--- src/rtl/uart_tx.sv ---
// UART transmitter: 8 data bits LSB first, optional even/odd parity, 1 or 2 stop bits.
// One byte is accepted in IDLE and serialised with CLK_DIV clock cycles per bit.
module uart_tx #(
    parameter int CLK_DIV    = 16,
    parameter int PARITY_EN  = 0,
    parameter int PARITY_ODD = 0,
    parameter int STOP_BITS  = 1
) (
    input  logic       clk,
    input  logic       rst,
    input  logic [7:0] tx_data,
    input  logic       tx_valid,
    output logic       tx_ready,
    output logic       txd,
    output logic       busy
);

    localparam int CNT_W = (CLK_DIV > 1) ? $clog2(CLK_DIV) : 1;
    localparam logic [CNT_W-1:0] CNT_MAX = CNT_W'(CLK_DIV - 1);

    typedef enum logic [2:0] {
        IDLE,
        START,
        DATA,
        PARITY,
        STOP
    } state_t;

    state_t           state, state_next;
    logic [CNT_W-1:0] baud_cnt, baud_next;
    logic [2:0]       bit_cnt, bit_next;
    logic             stop_cnt, stop_next;
    logic [7:0]       data_q, data_next;
    logic             txd_next;
    logic             bit_end;

    // Parity over the latched byte; odd parity is the inverse of even parity.
    function automatic logic parity_bit(input logic [7:0] d);
        return (^d) ^ (PARITY_ODD != 0);
    endfunction

    assign tx_ready = (state == IDLE);
    assign busy     = ~tx_ready;
    assign bit_end  = (baud_cnt == CNT_MAX);

    // State and line registers; txd is registered so it only moves at bit boundaries.
    always_ff @(posedge clk) begin
        if (rst) begin
            state    <= IDLE;
            baud_cnt <= '0;
            bit_cnt  <= '0;
            stop_cnt <= 1'b0;
            data_q   <= '0;
            txd      <= 1'b1;
        end else begin
            state    <= state_next;
            baud_cnt <= baud_next;
            bit_cnt  <= bit_next;
            stop_cnt <= stop_next;
            data_q   <= data_next;
            txd      <= txd_next;
        end
    end

    // Next-state logic: the baud counter restarts at every bit, txd_next is the level of the upcoming bit.
    always_comb begin
        state_next = state;
        baud_next  = baud_cnt;
        bit_next   = bit_cnt;
        stop_next  = stop_cnt;
        data_next  = data_q;
        txd_next   = txd;
        case (state)
            IDLE: begin
                txd_next = 1'b1;
                if (tx_valid) begin
                    state_next = START;
                    data_next  = tx_data;
                    baud_next  = '0;
                    bit_next   = '0;
                    stop_next  = 1'b0;
                    txd_next   = 1'b0;
                end
            end
            START: begin
                if (bit_end) begin
                    baud_next  = '0;
                    state_next = DATA;
                    txd_next   = data_q[0];
                end else begin
                    baud_next = baud_cnt + CNT_W'(1);
                end
            end
            DATA: begin
                if (bit_end) begin
                    baud_next = '0;
                    if (bit_cnt == 3'd7) begin
                        if (PARITY_EN != 0) begin
                            state_next = PARITY;
                            txd_next   = parity_bit(data_q);
                        end else begin
                            state_next = STOP;
                            txd_next   = 1'b1;
                        end
                    end else begin
                        bit_next = bit_cnt + 3'd1;
                        txd_next = data_q[bit_cnt + 3'd1];
                    end
                end else begin
                    baud_next = baud_cnt + CNT_W'(1);
                end
            end
            PARITY: begin
                if (bit_end) begin
                    baud_next  = '0;
                    state_next = STOP;
                    txd_next   = 1'b1;
                end else begin
                    baud_next = baud_cnt + CNT_W'(1);
                end
            end
            STOP: begin
                txd_next = 1'b1;
                if (bit_end) begin
                    baud_next = '0;
                    if (STOP_BITS == 2 && stop_cnt == 1'b0) begin
                        stop_next = 1'b1;
                    end else begin
                        state_next = IDLE;
                    end
                end else begin
                    baud_next = baud_cnt + CNT_W'(1);
                end
            end
            default: begin
                state_next = IDLE;
                txd_next   = 1'b1;
            end
        endcase
    end

endmodule

--- config.mk ---
export PLATFORM = sky130hd
export DESIGN_NAME = uart_tx
export DESIGN_NICKNAME = d
export VERILOG_FILES = /design/src/rtl/uart_tx.sv
export SDC_FILE = /design/constraint.sdc
export NUM_CORES = 1
export LEC_CHECK = 0
export BUFFER_PORTS_ARGS = -buffer_cell sky130_fd_sc_hd__buf_4
export CORE_ASPECT_RATIO = 1.25
export CORE_MARGIN = 5
export CORE_UTILIZATION = 50
export DETAILED_ROUTE_END_ITERATION = 10
export MAX_ROUTING_LAYER = met4
export PLACE_DENSITY = 0.74
export SLEW_MARGIN = 20
export SYNTH_ARGS = -nofsm -noshare
export SYNTH_HDL_FRONTEND = slang
export SYNTH_SLANG_ARGS = --single-unit
--- constraint.sdc ---
create_clock -name clk -period 2.3 [get_ports clk]
set_input_delay 0.23 -clock clk [delete_from_list [all_inputs] [get_ports clk]]
set_output_delay 0.23 -clock clk [all_outputs]
set_load 0.01 [all_outputs]
Word level (Yosys, flattened, before mapping)
Index checks and enable logic that the tools add are counted.
{"block": "totals", "input_bits": 11, "word_cells": 53, "regBits": 19, "output_inout_bits": 3}
{"block": "op_classes", "n_reduce_logical": 9, "eq_ne": 13, "bitwise_logic": 1, "mux": 22, "add_sub_neg": 2, "order_cmp": 1}
{"operator": "$mux W3", "n": 9}
{"operator": "$pmux W3 S5", "n": 1}
{"operator": "$ne A2 B2 Y1 const B", "n": 7}
{"operator": "$mux W4", "n": 2}
{"operator": "$pmux W4 S2", "n": 1}
{"operator": "$eq A3 B2 Y1 const B", "n": 2}
{"operator": "$eq A3 B3 Y1 const B", "n": 2}
{"operator": "$mux W1", "n": 6}
{"operator": "$pmux W3 S2", "n": 1}
{"operator": "$reduce_and A6 Y1", "n": 1}
{"operator": "$add A4 B1 Y4 const B", "n": 1}
{"operator": "$eq A4 B4 Y1 const B", "n": 1}
{"operator": "$lt A3 B4 Y1 const B", "n": 1}
{"operator": "$pmux W1 S4", "n": 1}
{"operator": "$reduce_and A2 Y1", "n": 2}
{"operator": "$reduce_and A4 Y1", "n": 1}
{"operator": "$reduce_bool A2 Y1", "n": 2}
{"operator": "$reduce_or A4 Y1", "n": 1}
{"operator": "$add A3 B1 Y3 const B", "n": 1}
{"operator": "$bmux W1 S3", "n": 1}
{"operator": "$eq A3 B1 Y1 const B", "n": 1}
{"operator": "$logic_not A3 Y1", "n": 1}
{"operator": "$reduce_and A3 Y1", "n": 1}
{"operator": "$not A1 Y1", "n": 1}

Longest topological paths before layout
Gate-level depths: netlist (run 1).
{"block": "depth", "ltp_word": 6, "depth_mapped": 6, "depth_no_buf": 6}

Worst setup path after synthesis (run 1)
No wires, ideal clock.
{"block": "synth_path", "path_type": "reg-to-reg", "startpoint": "register bit_cnt[0]", "endpoint": "register txd", "t_arrival_ns": 1.883, "path_slack_ns": 0.290, "t_required_ns": 2.173, "path_stages_with_launch": 7, "setup_time_ns": 0.127, "cell_sequence": "dfxtp_1 -> ha_1 -> ha_1 -> mux4_2 -> nor3_1 -> nor4b_1 -> or3_1"}
{"block": "synth_between", "elab_chain_len": 6, "elab_cells_between_ends": 7, "classes_between": "add/sub (1); eq/ne (1); mux (5)"}
{"item": "start: declaration", "line_no": "31", "text": "logic [2:0] bit_cnt, bit_next;"}
{"item": "start signal: assignment", "line_no": "58", "text": "bit_cnt <= bit_next;"}
{"item": "$add A3 B1 Y3", "line_no": "107", "text": "txd_next = data_q[bit_cnt + 3'd1];"}
{"item": "$bmux W1 S3", "line_no": "107"}
{"item": "$mux W1 (implied by the code)", "line_no": "107"}
{"item": "$mux W1 *", "line_no": "97", "text": "if (bit_cnt == 3'd7) begin"}
{"item": "$mux W1 *", "line_no": "95", "text": "if (bit_end) begin"}
{"item": "$pmux W1 S4 *", "line_no": "73", "text": "case (state)"}
{"item": "end signal: assignment", "line_no": "61", "text": "txd <= txd_next;"}
{"item": "end: declaration", "line_no": "14", "text": "output logic txd,"}
Mark *: on every way between the ends. The rest lies on a longest branch, timed or not. The select of a mux whose other input is x is not followed.
A chain may end at the register's enable or synchronous reset.

Worst setup path in the final report (run 1)
Same ends and word-level chain as after synthesis.

==> results of run 1 <==
-- metal layers --
layer  track usage  vias up  routed length, microns
met4        0.0562        0                      31
li1              -      439                       -
met2         0.275       16                     969
met5             -        -                       0
met3        0.0353        4                      82
met1         0.173      389                     879
-- sequential cells by signal (all words and copies together), names as in the netlist --
signal / flops
data_q: 8
baud_cnt: 4
bit_cnt: 3
state: 3
txd: 1
-- cell families (layout without fill, tap and decap cells) --
family | Yosys count | count (layout) | share of synthesized area
buffers and inverters | 8 | 20 | 0.0637
AND/OR/NAND/NOR | 55 | 55 | 0.311
multiplexers | 4 | 4 | 0.0560
AO/OA/AOI/OAI | 24 | 24 | 0.135
XOR/XNOR | 1 | 1 | 0.00892
flip-flops | 19 | 19 | 0.387
adder cells (fa/ha/maj) | 3 | 3 | 0.0382
-- cells in the mapped netlist, types with 3 or more instances --
cell      n
ha_1      3
nor2_1    4
nand3_1   9
nor3_1    7
nand2_1  18
a31oi_1   3
a21oi_1  16
dfxtp_1  19
nor3b_1   3
-- power by group through the flow --
stage / clock (uW) / combinational (uW) / sequential [uW]
after global placement: 0 / 80.9 / 366
final: 168 / 81.8 / 358
after global routing: 192 / 92.8 / 361
after floorplan: 0 / 61.2 / 360
after detailed placement: 0 / 83.3 / 365
after CTS: 173 / 83.5 / 358
-- cells in the final DEF, fill, tap and decap left out, types with 2 or more instances in the layout --
cell type  netlist  final
mux2_2           2      2
nor3b_1          3      3
dfxtp_1         19     19
a31oi_1          3      3
ha_1             3      3
clkbuf_4         0      3
a21oi_1         16     16
nor2_1           4      4
nor3_1           7      7
nand2_1         18     18
or3_1            2      2
buf_4            2     15
or3b_2           2      2
o21ai_0          2      2
nand3_1          9      9
-- metrics by stage --
step	total power, uW	hold WS, ns
CTS	615	0.160
global placement	447	0.445
finish	607	0.165
detailed placement	449	0.452
global route	646	0.157
floorplan	421	0.365
-- final cells by class --
class / count / area [sq um]
clock buffers: 4 / 26.3
multi-input cells: 87 / 539
flip-flops and latches: 19 / 380
inverters: 1 / 3.75
repair buffers: 15 / 113
well taps: 20 / 25.0
fillers: 188 / 850
-- critical path: cells and delay by family (launching register included) --
family                     cells  cell delay [ns]
DFF                            1             0.37
adders and majority gates      2             0.59
and+or+nand+nor                3             0.55
muxes                          1             0.51
-- worst max path at each step --
| stage | startpoint | endpoint | slack [ns] | cells past startpoint |
|---|---|---|---|---|
| after floorplan | bit_cnt[0] | txd | 0.29 | 6 |
| after global placement | bit_cnt[0] | txd | 0.26 | 6 |
| after detailed placement | bit_cnt[0] | txd | 0.18 | 6 |
| after CTS | bit_cnt[0] | txd | 0.14 | 6 |
| after global routing | bit_cnt[0] | txd | 0.02 | 6 |
| final | bit_cnt[0] | txd | 0.15 | 6 |
==> reports/qor.csv, run 1 <==
metric,value,unit
clkPwrFrac,0.276,
die_w,49.6,microns
grt_pass1_vias,821,
slew_headroom,0.733,
whs_path_depth,3,
cts_sinks,19,
syn_nets,128,
rr_startpoint,bit_cnt[0],
finalSetupTns,0,ns
postCtsResizedCells,0,
ys_seq_area_frac,0.387,
cp_slowest_stage_delay,0.51,ns
worst_slew_pin_slew,0.399,ns
overflow,0,
finalSetupViolCount,0,
synth_edf_count,0,
final_hold_viol_count,0,
finClkSkew,0.00274,ns
ys_ff_latch,19,
hold_class,input port to flop,
antenna_found_initial,0,
yosysTopAreaCell,dfxtp_1,
synthToLayoutAreaGrowth,10.7,%
start_util,0.507,
critPathKind,flop to flop,
drv_cap,0,
critPathLaunchType,flop,
critPathSlowestCell,mux4_2,
p_sw_frac,0.251,
path_clk_slew,0.10,ns
synthArstFlopShare,0,
drtAntennaViolNets,0,
vias,848,
clock_tree.buffer_depth,2,
final.period_utilization,0.934,
gp_congestion,0.775,
dr.pass1.iters,4,
syn_avg_cell_area,8.62,sq um
min-delay-start,tx_data[5],
drv_slew,0,
yosys_warnings,0,
grt_pass1_wl,3540,microns
netlist_area,982,sq um
rrSetupSlack,0.15,ns
root_buffer,clkbuf_4,
cts_setup_buffers,0,
crit_path_cell_trace,ha_1 > ha_1 > mux4_2 > nor3_1 > nor4b_1 > or3_1,
route.detailed.drc,0,
fin_util,0.561,
seqPwrFrac,0.589,
tritoncts,built,
die_y,59.6,microns
fin_nets,141,
clk_latency,0.30,ns
ys_types,35,
r2r_end,txd,
cp_data_required_time,2.49,ns
crit_top_cell,ha_1,
ctsHoldBuffers,0,
endpoint_kind,flop,
diodes,0,
syn_inst,114,
wl_per_cell,13.4,microns
r2r_cells,6,
design.core.area,1940,sq um
ys_dominant_reg_cell,dfxtp_1,
io_buffers,13,
final_cell_area,1090,sq um
drt_first_iter_violations,24,
numCtsBuffers,3,
place_area,1060,sq um
setup_slack,0.151,ns
min_to,data_q[5],
critPathArrivalTime,2.34,ns
io_pins,14,
p_per_area,559,nW/um^2
internal_power,455,uW
p_leak,0.000423,uW
grt.total_usage,0.157,
instances_no_fill,146,
placed_cells,142,
grt_start_max_net_pins,20,
period_needed,2.15,ns
p_switching,153,uW
drive_gt1_frac,0.206,
routed_via_density,5.81,
synth_top_area_share,0.387,
synth_area_leaders,"dfxtp_1 (39%), a21oi_1 (8.2%), nand2_1 (6.9%), nand3_1 (4.6%), ha_1 (3.8%)",
ir_drop,393,uV
worstPathMaxFanout,6,
grt_setup_unrepaired,no,
wl,1960,microns
dp_slack,0.180,ns
dp_hpwl,1400,microns
status,completed,
pwr-share-comb,0.135,
rows,18,
htreeDepth,1,
die_area,2960,sq um
fmax,465,MHz
Note: power is estimated with default switching activity, not from simulation.
==> inputs of run 2 (changes only) <==
- GPL_TIMING_DRIVEN: default -> 0
==> run 2 against run 1 <==
  * Total power is 2.6% higher
  * Die area unchanged
  * Setup slack gained 0.0061 ns
  * Clock skew increased by 0.0042 ns
  * Critical path type unchanged
  * Critical endpoint unchanged
  * Largest power group unchanged
==> reports/qor.csv, run 2 (synthesis results as in run 1) <==
metric,value,unit
clock_tree.buffer_depth,2,
crit_path_cell_trace,ha_1 > ha_1 > mux4_2 > nor3_1 > nor4b_1 > or3_1,
final.period_utilization,0.932,
drtAntennaViolNets,0,
routed_via_density,5.71,
postCtsResizedCells,0,
p_per_area,555,nW/um^2
min-delay-start,rst,
critPathLaunchType,flop,
gp_congestion,0.814,
instances_no_fill,150,
endpoint_kind,flop,
slew_headroom,0.443,
grt_start_max_net_pins,11,
r2r_cells,6,
diodes,0,
r2r_end,txd,
root_buffer,clkbuf_4,
finalSetupTns,0,ns
die_w,49.6,microns
cts_sinks,19,
grt.total_usage,0.171,
dr.pass1.iters,4,
dp_hpwl,1560,microns
clk_latency,0.31,ns
numCtsBuffers,3,
top_register,data_q,
ir_drop,338,uV
holdWs,0.152,ns
finClkSkew,0.00696,ns
drv_cap,0,
worst_slew_pin_slew,0.833,ns
drive_gt1_frac,0.215,
cts_setup_buffers,0,
die_area,2960,sq um
largest_register_ffs,8,
rr_startpoint,bit_cnt[0],
grt_setup_unrepaired,no,
path_clk_slew,0.11,ns
overflow,0,
hold_class,input port to flop,
start_util,0.507,
final_hold_viol_count,0,
route.detailed.drc,0,
rrSetupSlack,0.16,ns
finalPower,623,uW
fin_util,0.580,
min_to,data_q[0],
htreeDepth,1,
tritoncts,built,
io_pins,14,
finalSetupViolCount,0,
whs_path_depth,2,
die_y,59.6,microns
wl,2160,microns
ctsHoldBuffers,0,
drv_slew,0,
status,completed,
critPathSlowestCell,mux4_2,
antenna_found_initial,0,
crit_top_cell,ha_1,
wl_per_cell,14.4,microns
p_leak,0.000451,uW
grt_pass1_wl,3810,microns
drt_first_iter_violations,10,
vias,856,
largest_registers,"data_q: 8 flops, baud_cnt: 4 flops",
grt_pass1_vias,820,
placed_cells,146,
synthToLayoutAreaGrowth,14.4,%
final_cell_mix,"dfxtp_1 (19), nand2_1 (18), a21oi_1 (16)",
design.core.area,1940,sq um
critPathArrivalTime,2.35,ns
fin_nets,145,
worstPathMaxFanout,6,
cp_data_required_time,2.50,ns
final_common_cell,dfxtp_1,
cp_slowest_stage_delay,0.51,ns
critPathKind,flop to flop,
rows,18,
period_needed,2.14,ns
io_buffers,12,
final.fill_count,202,
fmax,467,MHz
==> run 2: changes by cell type in the layout (fill, tap and decap cells not counted), sizes merged <==
| cell | delta |
|---|---|
| clkbuf | +1 |
| dlymetal6s2s | +1 |
| buf | +2 |
==> run 2: per-stage QoR <==
step	worst slack [ns]	cell area (sq um)
after global routing	0.108	1120
final	0.157	1120
after global placement	0.178	1100
after detailed placement	0.178	1100
after floorplan	0.290	982
after CTS	0.165	1120
==> run 2: cell type report <==
type | count | area (sq um) | share of cell area
timing repair buffer | 12 | 90.1 | 0.0802
inverter | 1 | 3.75 | 0.00334
tap | 20 | 25.0 | 0.0223
clock buffer | 4 | 26.3 | 0.0234
multi-input combinational | 87 | 539 | 0.480
sequential | 19 | 380 | 0.339
buffer | 7 | 58.8 | 0.0523
==> run 2: worst max-delay path, delay by kind of cell (launching register included) <==
| family | cells | cell delay [ns] |
|---|---|---|
| flip-flops | 1 | 0.38 |
| AND/OR/NAND/NOR | 3 | 0.55 |
| multiplexers | 1 | 0.51 |
| adder cells (fa/ha/maj) | 2 | 0.59 |
==> run 2: layer usage <==
| layer | vias to the layer above | routed length (microns) | track usage |
|---|---|---|---|
| li1 | 449 | - | - |
| met1 | 385 | 935 | 0.188 |
| met2 | 17 | 1070 | 0.295 |
| met3 | 5 | 102 | 0.0353 |
| met4 | 0 | 50 | 0.0787 |
| met5 | - | 0 | - |
==> run 2: how the worst max path moves through the flow <==
stage,startpoint,to,slack [ns],depth (start not counted)
after detailed placement,bit_cnt[0],txd,0.18,6
after floorplan,bit_cnt[0],txd,0.29,6
after global placement,bit_cnt[0],txd,0.18,6
final,bit_cnt[0],txd,0.16,6
after global routing,bit_cnt[0],txd,0.11,6
after CTS,bit_cnt[0],txd,0.17,6
==> run 2: power by group <==
part | leakage, uW | switching (uW) | internal, uW | total, uW
combinational | 0.000280 | 44.2 | 46.8 | 91.0
sequential | 0.000155 | 11.2 | 344 | 355
clock | 0.0000150 | 109 | 67.8 | 177
==> inputs of run 3 (changes only) <==
- clock period: 2.3 -> 2.1 ns (I/O delays scaled with it)
==> run 3 against run 2 <==
  * Wire length hardly changed
  * Register-to-register slack got worse by 0.10 ns
  * Non-clock buffer count unchanged
  * Combinational power increased by 9.5%
  * Via count down 0.70%
  * First-iteration DRC count shrank 40%
  * Critical path depth unchanged
  * Final cell count unchanged
  * Worst hold slack worse by 0.021 ns
  * Count of clock-buffer cells in the layout did not move
  * Core utilization up 0.71 points
==> reports/qor.csv, run 3 (synthesis results as in run 1) <==
metric,value,unit
p_per_area,599,nW/um^2
critical_path.top_delay_family,simple AND/OR/NAND/NOR gates,
htreeDepth,1,
clk_latency,0.31,ns
slew_headroom,0.429,
drt_first_iter_violations,6,
routed_via_density,5.67,
r2r_end,txd,
dr.pass1.iters,4,
io_pins,14,
grt_pass1_wl,3840,microns
drv_cap,0,
min-delay-start,rst,
final_cell_mix,"nand2_1 (18), dfxtp_1 (18), a21oi_1 (16)",
drv_slew,0,
critPathLaunchType,flop,
dp_hpwl,1560,microns
critPathKind,flop to flop,
period_needed,2.05,ns
path_clk_slew,0.11,ns
io_buffers,12,
final_hold_viol_count,0,
finalSetupTns,0,ns
rrSetupSlack,0.05,ns
largest_register_ffs,8,
cp_data_required_time,2.30,ns
grt_pass1_vias,834,
clock_tree.buffer_depth,2,
start_util,0.507,
die_y,59.6,microns
critPathSlowestCell,mux4_2,
endpoint_kind,flop,
placed_cells,146,
crit_path_cell_trace,ha_1 > ha_4 > mux4_2 > nor3_1 > nor4b_1 > or3_1,
largest_registers,"data_q: 8 flops, baud_cnt: 4 flops",
hold_class,input port to flop,
cts_sinks,19,
path_buf_inv,0,
wl_per_cell,14.4,microns
status,completed,
grt_start_max_net_pins,11,
antenna_found_initial,0,
root_buffer,clkbuf_4,
drtAntennaViolNets,0,
worstPathMaxFanout,6,
tritoncts,built,
gp_congestion,0.814,
die_area,2960,sq um
ir_drop,370,uV
cp_slowest_stage_delay,0.49,ns
setup.worst_path.start,bit_cnt[0],
setup_slack,0.0523,ns
grt_setup_unrepaired,no,
finalSetupViolCount,0,
rows,18,
holdWs,0.131,ns
design.core.area,1940,sq um
min_to,data_q[0],
worst_slew_pin_slew,0.854,ns
synthToLayoutAreaGrowth,15.8,%
dp_slack,-0.0222,ns
finClkSkew,0.00828,ns
critPathArrivalTime,2.25,ns
instances_no_fill,150,
rr_startpoint,bit_cnt[0],
final.period_utilization,0.975,
die_w,49.6,microns
top_register,data_q,
diodes,0,
grt.total_usage,0.173,
r2r_cells,6,
drive_gt1_frac,0.231,
vias,850,
numCtsBuffers,3,
p_leak,0.000448,uW
whs_path_depth,2,
fin_util,0.587,
fin_nets,145,
overflow,0,
wl,2160,microns
route.detailed.drc,0,
fmax,488,MHz
## run 3: cell count changes in the layout (fill, tap and decap cells not counted)
cell	change
dfxtp_1	-1
ha_4	+1
dfxtp_2	+1
ha_1	-1
## run 3: worst register-to-register path, delay by kind of cell (launching register included)
kind / cells / cell delay (ns)
and+or+nand+nor: 3 / 0.55
adders and majority gates: 2 / 0.53
DFF: 1 / 0.37
muxes: 1 / 0.49
## run 3: metal layers
metal | wire length (microns) | vias to the layer above | global-route usage
met4 | 55 | 0 | 0.0824
li1 | - | 449 | -
met1 | 937 | 377 | 0.191
met3 | 95 | 7 | 0.0353
met2 | 1070 | 17 | 0.295
met5 | 0 | - | -
## run 3: through the flow
stage	total power (uW)	area (sq um)
floorplan	461	982
detailed placement	499	1100
global placement	494	1100
finish	681	1140
global route	725	1140
CTS	686	1140
## run 3: repair_timing
action / 4_1_cts / 5_1_grt
setup buffers: 0 / 0
resized for setup: 1 / 1
setup endpoints to repair: 1 / 1
hold buffers: 0 / 0
## run 3: area by class of cell
type | instances | area (sq um)
fillers | 199 | 800
multi-input cells | 87 | 552
flip-flops and latches | 19 | 382
repair buffers | 12 | 90.1
plain buffers | 7 | 58.8
clock buffers | 4 | 26.3
well taps | 20 | 25.0
inverters | 1 | 3.75
## run 3: power breakdown
group	leakage, uW	switching (uW)	internal (uW)
logic	0.000277	48.4	51.3
registers	0.000156	12.2	377
clock network	0.0000150	118	74.2
## run 3: worst max path at each step
stage | slack [ns] | cells after the start | end
after floorplan | 0.09 | 6 | txd
after global placement | -0.02 | 6 | txd
after detailed placement | -0.02 | 6 | txd
after CTS | 0.03 | 6 | txd
after global routing | 0.005 | 6 | txd
final | 0.05 | 6 | txd
